### src/rtl/ct_lsu_pfu_pe_arb_if.sv
// Prefetch-engine arbiter bus: per-entry PFB requests in, shared MMU/BIU ports out.
// master = arbiter side, slave = PFB entries plus MMU/BIU environment.
interface ct_lsu_pfu_pe_arb_if #(
  parameter int ENTRY_NUM = 9,
  parameter int ID_W      = 4,
  parameter int VPN_W     = 28,
  parameter int ADDR_W    = 40,
  parameter int PPN_W     = 28
);
  logic                        pfu_pop_all_vld;
  logic [ENTRY_NUM-1:0]        pfb_mmu_req;
  logic [ENTRY_NUM-1:0]        pfb_mmu_req_l1;
  logic [ENTRY_NUM*VPN_W-1:0]  pfb_vpn;
  logic                        pfu_mmu_req;
  logic [VPN_W-1:0]            pfu_mmu_req_vpn;
  logic                        mmu_pfu_req_grnt;
  logic                        mmu_pfu_ppn_vld;
  logic [PPN_W-1:0]            mmu_pfu_ppn;
  logic                        mmu_pfu_ppn_err;
  logic [ENTRY_NUM-1:0]        pfb_get_ppn_vld;
  logic [PPN_W-1:0]            pfu_get_ppn;
  logic                        pfu_get_ppn_err;
  logic                        pfu_get_ppn_l1;
  logic [ENTRY_NUM-1:0]        pfb_biu_req;
  logic [ENTRY_NUM-1:0]        pfb_biu_req_l1;
  logic [ENTRY_NUM*ADDR_W-1:0] pfb_biu_addr;
  logic                        pfu_biu_req;
  logic [ADDR_W-1:0]           pfu_biu_req_addr;
  logic                        pfu_biu_req_l1;
  logic [ID_W-1:0]             pfu_biu_req_id;
  logic                        biu_pfu_req_grnt;
  logic [ENTRY_NUM-1:0]        pfb_biu_grnt;

  modport master (
    input  pfu_pop_all_vld, pfb_mmu_req, pfb_mmu_req_l1, pfb_vpn,
           mmu_pfu_req_grnt, mmu_pfu_ppn_vld, mmu_pfu_ppn, mmu_pfu_ppn_err,
           pfb_biu_req, pfb_biu_req_l1, pfb_biu_addr, biu_pfu_req_grnt,
    output pfu_mmu_req, pfu_mmu_req_vpn, pfb_get_ppn_vld, pfu_get_ppn,
           pfu_get_ppn_err, pfu_get_ppn_l1, pfu_biu_req, pfu_biu_req_addr,
           pfu_biu_req_l1, pfu_biu_req_id, pfb_biu_grnt
  );

  modport slave (
    output pfu_pop_all_vld, pfb_mmu_req, pfb_mmu_req_l1, pfb_vpn,
           mmu_pfu_req_grnt, mmu_pfu_ppn_vld, mmu_pfu_ppn, mmu_pfu_ppn_err,
           pfb_biu_req, pfb_biu_req_l1, pfb_biu_addr, biu_pfu_req_grnt,
    input  pfu_mmu_req, pfu_mmu_req_vpn, pfb_get_ppn_vld, pfu_get_ppn,
           pfu_get_ppn_err, pfu_get_ppn_l1, pfu_biu_req, pfu_biu_req_addr,
           pfu_biu_req_l1, pfu_biu_req_id, pfb_biu_grnt
  );
endinterface

### src/rtl/ct_lsu_pfu_pe_arb.sv
// Round-robin sharing of the MMU translation port and BIU prefetch port among PFB/GPFB entries.
// MMU side: single-outstanding FSM; BIU side: one-deep holding register issuing up to one per cycle.
module ct_lsu_pfu_pe_arb #(
  parameter int ENTRY_NUM = 9,
  parameter int ID_W      = 4,
  parameter int VPN_W     = 28,
  parameter int ADDR_W    = 40
) (
  input logic                forever_cpuclk,
  input logic                cpurst_b,
  ct_lsu_pfu_pe_arb_if.master bus
);
  localparam int PPN_W = 28;

  typedef enum logic [1:0] {IDLE, REQ, WAIT, FLUSH} mmu_st_e;

  function automatic logic [ID_W-1:0] inc_id(input logic [ID_W-1:0] id);
    return (id == ID_W'(ENTRY_NUM - 1)) ? '0 : id + ID_W'(1);
  endfunction

  function automatic logic [ENTRY_NUM-1:0] onehot(input logic [ID_W-1:0] id);
    return ENTRY_NUM'(1) << id;
  endfunction

  // First requester at or after start, wrapping at ENTRY_NUM-1.
  function automatic void rr_pick(input  logic [ENTRY_NUM-1:0] req,
                                  input  logic [ID_W-1:0]      start,
                                  output logic                 found,
                                  output logic [ID_W-1:0]      win);
    logic [ID_W:0] idx;
    found = 1'b0;
    win   = '0;
    for (int k = 0; k < ENTRY_NUM; k++) begin
      idx = {1'b0, start} + (ID_W+1)'(k);
      if (idx >= (ID_W+1)'(ENTRY_NUM)) idx = idx - (ID_W+1)'(ENTRY_NUM);
      if (!found && req[idx[ID_W-1:0]]) begin
        found = 1'b1;
        win   = idx[ID_W-1:0];
      end
    end
  endfunction

  mmu_st_e              mmu_st_q, mmu_st_d;
  logic [ID_W-1:0]      mmu_ptr_q, mmu_ptr_d, owner_q, owner_d;
  logic [VPN_W-1:0]     vpn_q, vpn_d;
  logic                 l1_q, l1_d;
  logic [ENTRY_NUM-1:0] get_vld_q, get_vld_d;
  logic [PPN_W-1:0]     get_ppn_q, get_ppn_d;
  logic                 get_err_q, get_err_d, get_l1_q, get_l1_d;
  logic                 mmu_found;
  logic [ID_W-1:0]      mmu_win;

  always_comb begin
    rr_pick(bus.pfb_mmu_req, mmu_ptr_q, mmu_found, mmu_win);
  end

  always_comb begin
    mmu_st_d  = mmu_st_q;
    mmu_ptr_d = mmu_ptr_q;
    owner_d   = owner_q;
    vpn_d     = vpn_q;
    l1_d      = l1_q;
    get_vld_d = '0;
    get_ppn_d = get_ppn_q;
    get_err_d = get_err_q;
    get_l1_d  = get_l1_q;
    case (mmu_st_q)
      // Skip the strobe cycle so the just-served owner can drop its request first.
      IDLE: if (mmu_found && !bus.pfu_pop_all_vld && !(|get_vld_q)) begin
        owner_d  = mmu_win;
        vpn_d    = bus.pfb_vpn[mmu_win*VPN_W +: VPN_W];
        l1_d     = bus.pfb_mmu_req_l1[mmu_win];
        mmu_st_d = REQ;
      end
      REQ: if (bus.mmu_pfu_req_grnt) begin
        mmu_ptr_d = inc_id(owner_q);
        mmu_st_d  = bus.pfu_pop_all_vld ? FLUSH : WAIT;
      end else if (bus.pfu_pop_all_vld || !bus.pfb_mmu_req[owner_q]) begin
        mmu_st_d = IDLE;
      end
      WAIT: if (bus.mmu_pfu_ppn_vld) begin
        mmu_st_d = IDLE;
        if (!bus.pfu_pop_all_vld) begin
          get_vld_d = onehot(owner_q);
          get_ppn_d = bus.mmu_pfu_ppn;
          get_err_d = bus.mmu_pfu_ppn_err;
          get_l1_d  = l1_q;
        end
      end else if (bus.pfu_pop_all_vld) begin
        mmu_st_d = FLUSH;
      end
      FLUSH: if (bus.mmu_pfu_ppn_vld) mmu_st_d = IDLE;
      default: mmu_st_d = IDLE;
    endcase
  end

  logic                 biu_vld_q, biu_vld_d, biu_l1_q, biu_l1_d;
  logic [ID_W-1:0]      biu_id_q, biu_id_d, biu_ptr_q, biu_ptr_d;
  logic [ADDR_W-1:0]    biu_addr_q, biu_addr_d;
  logic                 biu_fire, biu_found;
  logic [ID_W-1:0]      biu_win, biu_start;
  logic [ENTRY_NUM-1:0] biu_cand;

  // On a grant the refill scans from the post-grant pointer and never re-picks the granted entry.
  assign biu_fire  = biu_vld_q & bus.biu_pfu_req_grnt;
  assign biu_start = biu_fire ? inc_id(biu_id_q) : biu_ptr_q;
  assign biu_cand  = bus.pfb_biu_req & ~(biu_fire ? onehot(biu_id_q) : '0);

  always_comb begin
    rr_pick(biu_cand, biu_start, biu_found, biu_win);
  end

  always_comb begin
    biu_vld_d  = biu_vld_q;
    biu_id_d   = biu_id_q;
    biu_addr_d = biu_addr_q;
    biu_l1_d   = biu_l1_q;
    biu_ptr_d  = biu_fire ? inc_id(biu_id_q) : biu_ptr_q;
    if (bus.pfu_pop_all_vld) begin
      biu_vld_d = 1'b0;
    end else if (!biu_vld_q || biu_fire) begin
      biu_vld_d = biu_found;
      if (biu_found) begin
        biu_id_d   = biu_win;
        biu_addr_d = bus.pfb_biu_addr[biu_win*ADDR_W +: ADDR_W];
        biu_l1_d   = bus.pfb_biu_req_l1[biu_win];
      end
    end else if (!bus.pfb_biu_req[biu_id_q]) begin
      biu_vld_d = 1'b0;
    end
  end

  always_ff @(posedge forever_cpuclk or negedge cpurst_b) begin
    if (!cpurst_b) begin
      mmu_st_q   <= IDLE;
      mmu_ptr_q  <= '0;
      owner_q    <= '0;
      vpn_q      <= '0;
      l1_q       <= 1'b0;
      get_vld_q  <= '0;
      get_ppn_q  <= '0;
      get_err_q  <= 1'b0;
      get_l1_q   <= 1'b0;
      biu_vld_q  <= 1'b0;
      biu_id_q   <= '0;
      biu_addr_q <= '0;
      biu_l1_q   <= 1'b0;
      biu_ptr_q  <= '0;
    end else begin
      mmu_st_q   <= mmu_st_d;
      mmu_ptr_q  <= mmu_ptr_d;
      owner_q    <= owner_d;
      vpn_q      <= vpn_d;
      l1_q       <= l1_d;
      get_vld_q  <= get_vld_d;
      get_ppn_q  <= get_ppn_d;
      get_err_q  <= get_err_d;
      get_l1_q   <= get_l1_d;
      biu_vld_q  <= biu_vld_d;
      biu_id_q   <= biu_id_d;
      biu_addr_q <= biu_addr_d;
      biu_l1_q   <= biu_l1_d;
      biu_ptr_q  <= biu_ptr_d;
    end
  end

  assign bus.pfu_mmu_req      = (mmu_st_q == REQ);
  assign bus.pfu_mmu_req_vpn  = vpn_q;
  assign bus.pfb_get_ppn_vld  = get_vld_q;
  assign bus.pfu_get_ppn      = get_ppn_q;
  assign bus.pfu_get_ppn_err  = get_err_q;
  assign bus.pfu_get_ppn_l1   = get_l1_q;
  assign bus.pfu_biu_req      = biu_vld_q;
  assign bus.pfu_biu_req_addr = biu_addr_q;
  assign bus.pfu_biu_req_l1   = biu_l1_q;
  assign bus.pfu_biu_req_id   = biu_id_q;
  assign bus.pfb_biu_grnt     = biu_fire ? onehot(biu_id_q) : '0;
endmodule

### src/flat_wrapper.sv
// flat-port wrapper written by rule: the top's interface ports become plain ports
module ct_lsu_pfu_pe_arb_flat 
#(
  parameter int ENTRY_NUM = 9,
  parameter int ID_W      = 4,
  parameter int VPN_W     = 28,
  parameter int ADDR_W    = 40
)
  (forever_cpuclk, cpurst_b, bus_pfu_pop_all_vld, bus_pfb_mmu_req, bus_pfb_mmu_req_l1, bus_pfb_vpn, bus_mmu_pfu_req_grnt, bus_mmu_pfu_ppn_vld, bus_mmu_pfu_ppn, bus_mmu_pfu_ppn_err, bus_pfb_biu_req, bus_pfb_biu_req_l1, bus_pfb_biu_addr, bus_biu_pfu_req_grnt, bus_pfu_mmu_req, bus_pfu_mmu_req_vpn, bus_pfb_get_ppn_vld, bus_pfu_get_ppn, bus_pfu_get_ppn_err, bus_pfu_get_ppn_l1, bus_pfu_biu_req, bus_pfu_biu_req_addr, bus_pfu_biu_req_l1, bus_pfu_biu_req_id, bus_pfb_biu_grnt);
  ct_lsu_pfu_pe_arb_if #(.ENTRY_NUM(ENTRY_NUM), .ID_W(ID_W), .VPN_W(VPN_W), .ADDR_W(ADDR_W)) bus_i ();
  input logic forever_cpuclk;
  input logic cpurst_b;
  input wire logic [$bits(bus_i.pfu_pop_all_vld)-1:0] bus_pfu_pop_all_vld;
  input wire logic [$bits(bus_i.pfb_mmu_req)-1:0] bus_pfb_mmu_req;
  input wire logic [$bits(bus_i.pfb_mmu_req_l1)-1:0] bus_pfb_mmu_req_l1;
  input wire logic [$bits(bus_i.pfb_vpn)-1:0] bus_pfb_vpn;
  input wire logic [$bits(bus_i.mmu_pfu_req_grnt)-1:0] bus_mmu_pfu_req_grnt;
  input wire logic [$bits(bus_i.mmu_pfu_ppn_vld)-1:0] bus_mmu_pfu_ppn_vld;
  input wire logic [$bits(bus_i.mmu_pfu_ppn)-1:0] bus_mmu_pfu_ppn;
  input wire logic [$bits(bus_i.mmu_pfu_ppn_err)-1:0] bus_mmu_pfu_ppn_err;
  input wire logic [$bits(bus_i.pfb_biu_req)-1:0] bus_pfb_biu_req;
  input wire logic [$bits(bus_i.pfb_biu_req_l1)-1:0] bus_pfb_biu_req_l1;
  input wire logic [$bits(bus_i.pfb_biu_addr)-1:0] bus_pfb_biu_addr;
  input wire logic [$bits(bus_i.biu_pfu_req_grnt)-1:0] bus_biu_pfu_req_grnt;
  output wire logic [$bits(bus_i.pfu_mmu_req)-1:0] bus_pfu_mmu_req;
  output wire logic [$bits(bus_i.pfu_mmu_req_vpn)-1:0] bus_pfu_mmu_req_vpn;
  output wire logic [$bits(bus_i.pfb_get_ppn_vld)-1:0] bus_pfb_get_ppn_vld;
  output wire logic [$bits(bus_i.pfu_get_ppn)-1:0] bus_pfu_get_ppn;
  output wire logic [$bits(bus_i.pfu_get_ppn_err)-1:0] bus_pfu_get_ppn_err;
  output wire logic [$bits(bus_i.pfu_get_ppn_l1)-1:0] bus_pfu_get_ppn_l1;
  output wire logic [$bits(bus_i.pfu_biu_req)-1:0] bus_pfu_biu_req;
  output wire logic [$bits(bus_i.pfu_biu_req_addr)-1:0] bus_pfu_biu_req_addr;
  output wire logic [$bits(bus_i.pfu_biu_req_l1)-1:0] bus_pfu_biu_req_l1;
  output wire logic [$bits(bus_i.pfu_biu_req_id)-1:0] bus_pfu_biu_req_id;
  output wire logic [$bits(bus_i.pfb_biu_grnt)-1:0] bus_pfb_biu_grnt;
  assign bus_i.pfu_pop_all_vld = bus_pfu_pop_all_vld;
  assign bus_i.pfb_mmu_req = bus_pfb_mmu_req;
  assign bus_i.pfb_mmu_req_l1 = bus_pfb_mmu_req_l1;
  assign bus_i.pfb_vpn = bus_pfb_vpn;
  assign bus_i.mmu_pfu_req_grnt = bus_mmu_pfu_req_grnt;
  assign bus_i.mmu_pfu_ppn_vld = bus_mmu_pfu_ppn_vld;
  assign bus_i.mmu_pfu_ppn = bus_mmu_pfu_ppn;
  assign bus_i.mmu_pfu_ppn_err = bus_mmu_pfu_ppn_err;
  assign bus_i.pfb_biu_req = bus_pfb_biu_req;
  assign bus_i.pfb_biu_req_l1 = bus_pfb_biu_req_l1;
  assign bus_i.pfb_biu_addr = bus_pfb_biu_addr;
  assign bus_i.biu_pfu_req_grnt = bus_biu_pfu_req_grnt;
  assign bus_pfu_mmu_req = bus_i.pfu_mmu_req;
  assign bus_pfu_mmu_req_vpn = bus_i.pfu_mmu_req_vpn;
  assign bus_pfb_get_ppn_vld = bus_i.pfb_get_ppn_vld;
  assign bus_pfu_get_ppn = bus_i.pfu_get_ppn;
  assign bus_pfu_get_ppn_err = bus_i.pfu_get_ppn_err;
  assign bus_pfu_get_ppn_l1 = bus_i.pfu_get_ppn_l1;
  assign bus_pfu_biu_req = bus_i.pfu_biu_req;
  assign bus_pfu_biu_req_addr = bus_i.pfu_biu_req_addr;
  assign bus_pfu_biu_req_l1 = bus_i.pfu_biu_req_l1;
  assign bus_pfu_biu_req_id = bus_i.pfu_biu_req_id;
  assign bus_pfb_biu_grnt = bus_i.pfb_biu_grnt;
  ct_lsu_pfu_pe_arb #(.ENTRY_NUM(ENTRY_NUM), .ID_W(ID_W), .VPN_W(VPN_W), .ADDR_W(ADDR_W)) u_core (.forever_cpuclk(forever_cpuclk), .cpurst_b(cpurst_b), .bus(bus_i));
endmodule
### config.mk
export PLATFORM = sky130hd
export DESIGN_NAME = ct_lsu_pfu_pe_arb_flat
export DESIGN_NICKNAME = d
export VERILOG_FILES = /design/src/rtl/ct_lsu_pfu_pe_arb_if.sv /design/src/rtl/ct_lsu_pfu_pe_arb.sv /design/src/flat_wrapper.sv
export SDC_FILE = /design/constraint.sdc
export NUM_CORES = 1
export LEC_CHECK = 0
export CORE_AREA = 4 4 314 316
export DETAILED_ROUTE_END_ITERATION = 7
export DIE_AREA = 0 0 318 320
export GPL_TIMING_DRIVEN = 0
export SETUP_SLACK_MARGIN = 0.1
export SYNTH_ARGS = -nofsm -noshare
export SYNTH_HDL_FRONTEND = slang
export SYNTH_SLANG_ARGS = --single-unit
### constraint.sdc
create_clock -name forever_cpuclk -period 9.98 [get_ports forever_cpuclk]
set_clock_uncertainty 0.1 [all_clocks]
set_input_delay 1.497 -clock forever_cpuclk [delete_from_list [all_inputs] [get_ports forever_cpuclk]]
set_output_delay 1.497 -clock forever_cpuclk [all_outputs]
set_load 0.02 [all_outputs]
==> impl_metrics.py <==
metrics = {
    "sta": {
        "finalSetupViolCount": 0,
        "clock.fmax_mhz": 104.6,
        "period_needed_ns": 9.563,
        "period_share": 0.9582,
        "hold_viol": 0,
        "finalSetupTns_ns": 0,
        "slew_violations": 0,
        "worst_slew_pin_slew_ns": 1.284,
        "rsz0062_at_grt": "no",
        "slew_headroom": 0.1390,
    },
    "place": {
        "dp.cells": 4311,
        "gp_congestion": 0.9848,
        "portBuffers": 801,
        "dpl.hpwl_um": 111500,
        "place_area_mm2": 0.02703,
    },
    "layout": {
        "nets": 3792,
        "finalNonFillerCells": 4362,
        "final_cell_mix": "800 x clkdlybuf4s50_1, 266 x nand2_1, 198 x nor2_1",
        "fin_area_mm2": 0.02772,
        "mostFrequentLayoutCell": "clkdlybuf4s50_1",
        "drive_gt1_frac": 0.08893,
        "areaGrowthSynthToFinish_pct": 59.52,
        "fin_util": 0.2888,
    },
    "global_route": {
        "gr-total-overflow": 0,
        "grt_usage": 0.2438,
        "grt_first_pass_wirelength_um": 176800,
        "antenna_found_initial": 37,
        "grt_max_degree": 88,
        "grt_pass1_vias": 22010,
    },
    "synthesis": {
        "yosysWarnings": 0,
        "synthMuxAreaShare": 0.1839,
        "synth_cell_types": 99,
        "synth-edff-count": 0,
        "synthXorXnorAreaFrac": 0.01159,
        "synth_top_family_by_area": "compound AO/OA/AOI/OAI gates",
        "synth_flop_cell": "dfrtp_1",
        "syn_nets": 2968,
        "yosys.area_share.simple": 0.2043,
        "synth_compound_area_frac": 0.3192,
        "avgSynthCellArea_um2": 7.783,
        "yosysSeqAreaShare": 0.1843,
        "async_reset_ff_frac": 1.000,
        "synthCells": 2233,
        "netlist_area_mm2": 0.01738,
        "ys_seq_elements": 128,
        "synthAdderAreaFrac": 0.03744,
    },
    "clock_tree": {
        "root_buffer": "clkbuf_16",
        "clkSlewWorstSetupHoldPaths_ns": 0.07,
        "clock_latency_ns": 0.51,
        "clk_path_buf_depth": 2,
        "cts_tree": "yes",
        "ctsHtreeMaxLevel": 4,
        "cts_buffers": 17,
        "cts-hold-fix-buffers": 0,
        "clkSinkCount": 128,
    },
    "routing": {
        "drc": 0,
        "wl_met3_um": 12160,
        "wl_met2_um": 61630,
        "top_layer": "met5",
        "wl_met1_um": 52750,
        "wirelength_um": 131800,
        "wire_per_inst_um": 30.22,
        "viasPerCell": 5.295,
        "vias": 23100,
        "detail-route-antenna-nets": 0,
        "firstDrtPassIters": 6,
        "drt_first_iter_violations": 2563,
    },
    "die": {
        "num_io_pins": 806,
        "die_w_um": 318,
        "start_util": 0.1810,
        "die_area_mm2": 0.1018,
        "core_area_mm2": 0.09599,
        "dieHeight_um": 320,
        "rows": 114,
    },
    "setup_path": {
        "criticalPathCategory": "input port to register",
        "start_kind": "input port",
        "worstPathRequired_ns": 10.26,
        "worstPathArrival_ns": 9.84,
        "crit_fanout": 13,
        "worst_setup_path_end_kind": "register",
    },
    "status": {
        "status": "finished clean",
    },
    "job": {
        "maxCapViolations": 0,
    },
    "worst_hold_path": {
        "hold_path_class": "register to register",
    },
}
-- cells by family (layout without fill, tap and decap cells) --
kind of cell / after synthesis / after routing
AO/OA/AOI/OAI: 745 / 745
XOR/XNOR: 23 / 23
adder cells (fa/ha/maj): 52 / 52
buffers and inverters: 237 / 1074
flip-flops: 128 / 128
multiplexers: 295 / 295
other: 0 / 16
AND/OR/NAND/NOR: 753 / 753
-- repair_timing --
action | CTS | global route
pin swaps | 0 | 2
endpoints found under the setup margin | 9 | 46
endpoints found under the hold margin | 0 | 0
resized for setup | 3 | 18
setup buffers | 0 | 3
-- final timing paths --
| path | end | cells past startpoint | start | slack [ns] |
|---|---|---|---|---|
| max reg2reg | u_core.bus.pfu_biu_req_addr[35]$_DFFE_PN0P_ | 29 | u_core.bus.pfu_biu_req_id[0]$_DFFE_PN0P_ | 0.81 |
| max in group asynchronous | u_core.bus.pfu_biu_req_addr[38]$_DFFE_PN0P_ | 2 | cpurst_b | 8.06 |
| min reg2reg | u_core.bus.pfu_get_ppn[25]$_DFFE_PN0P_ | 1 | u_core.bus.pfu_get_ppn[25]$_DFFE_PN0P_ | 0.41 |
| max | u_core.bus.pfu_biu_req_addr[35]$_DFFE_PN0P_ | 27 | bus_biu_pfu_req_grnt | 0.42 |
| min in group asynchronous | u_core.biu_ptr_q[1]$_DFF_PN0_ | 1 | cpurst_b | 0.81 |
| min | u_core.bus.pfu_get_ppn[25]$_DFFE_PN0P_ | 1 | u_core.bus.pfu_get_ppn[25]$_DFFE_PN0P_ | 0.41 |
-- state kept, by name, summed over array words and instances, names as in the netlist, 2 cells and up --
register                     cells
u_core.mmu_st_q                  2
u_core.bus.pfu_biu_req_addr     40
u_core.bus.pfu_get_ppn          28
u_core.bus.pfu_mmu_req_vpn      28
u_core.owner_q                   4
u_core.bus.pfb_get_ppn_vld       9
u_core.mmu_ptr_q                 4
u_core.bus.pfu_biu_req_id        4
u_core.biu_ptr_q                 4
-- Yosys cell counts, types with 12 or more instances --
library cell	n	area (um^2)
a21o_1	16	120.1
a31o_1	40	350.3
a22o_1	43	376.6
nor3_1	50	250.2
nor2_1	198	743.2
a31oi_1	56	350.3
nand4_1	17	106.4
o21bai_1	42	315.3
o31ai_1	13	97.59
nand2b_1	29	181.4
a21oi_1	101	505.5
inv_1	45	168.9
a32oi_1	48	420.4
o211ai_1	36	270.3
dfrtp_1	128	3203
a22oi_1	36	270.3
and3_1	18	112.6
buf_1	18	67.56
ha_1	52	650.6
nand2_1	267	1002
nor2b_1	20	125.1
o22ai_1	19	118.9
mux2i_1	181	1812
nand3_1	48	240.2
a221oi_1	31	271.5
buf_2	49	245.2
a211oi_1	31	232.7
o2111ai_1	14	122.6
mux2_2	104	1171
nor4_1	12	75.07
a211o_1	14	122.6
o21ai_0	67	335.3
xnor2_1	20	175.2
and2_1	23	143.9
clkbuf_1	102	382.9
-- layout make-up --
class                      count  area (um^2)
buffer                       185        847.1
clock inverter                15        166.4
tap                         1276         1597
timing repair buffer         805         8069
multi-input combinational   1868        13180
sequential                   128         3203
inverter                      52        198.9
fill                       10570        68270
clock buffer                  17        425.4
antenna                       16        40.04
-- per-stage QoR --
step	setup WS (ns)	hold slack, ns
after floorplan	2.877	0.3802
after global placement	-0.5323	0.3928
after detailed placement	-0.5519	0.3977
after CTS	0.1703	0.4149
after global routing	0.1761	0.4308
final	0.4171	0.4104
-- metal layers --
layer	vias to the layer above	GRT usage
met3	214	0.06828
met2	1403	0.4044
met1	11250	0.3021
met5	-	0
li1	10220	-
met4	12	0.08834
-- critical path, cell delays in order --
cell,delay [ns]
clkdlybuf4s50_1,0.55
buf_4,0.21
nand3b_1,0.16
o21ai_4,0.34
inv_2,0.08
clkbuf_1,0.26
clkbuf_2,0.30
buf_2,0.26
buf_2,0.27
ha_1,0.25
clkbuf_2,0.22
a22oi_1,0.80
nand3_1,0.23
o211ai_1,0.22
buf_4,0.18
nand3_1,0.09
o311ai_0,0.29
a222oi_1,0.20
or4_1,0.52
buf_2,0.20
o41ai_4,0.61
a31oi_1,0.16
a31oi_4,0.44
o21bai_1,0.37
clkbuf_2,0.43
o21bai_1,0.39
a31o_1,0.27
Power is left out: the tool's default activity adds up to more than one toggle a clock period on the data nets, which glitch-free logic cannot reach.
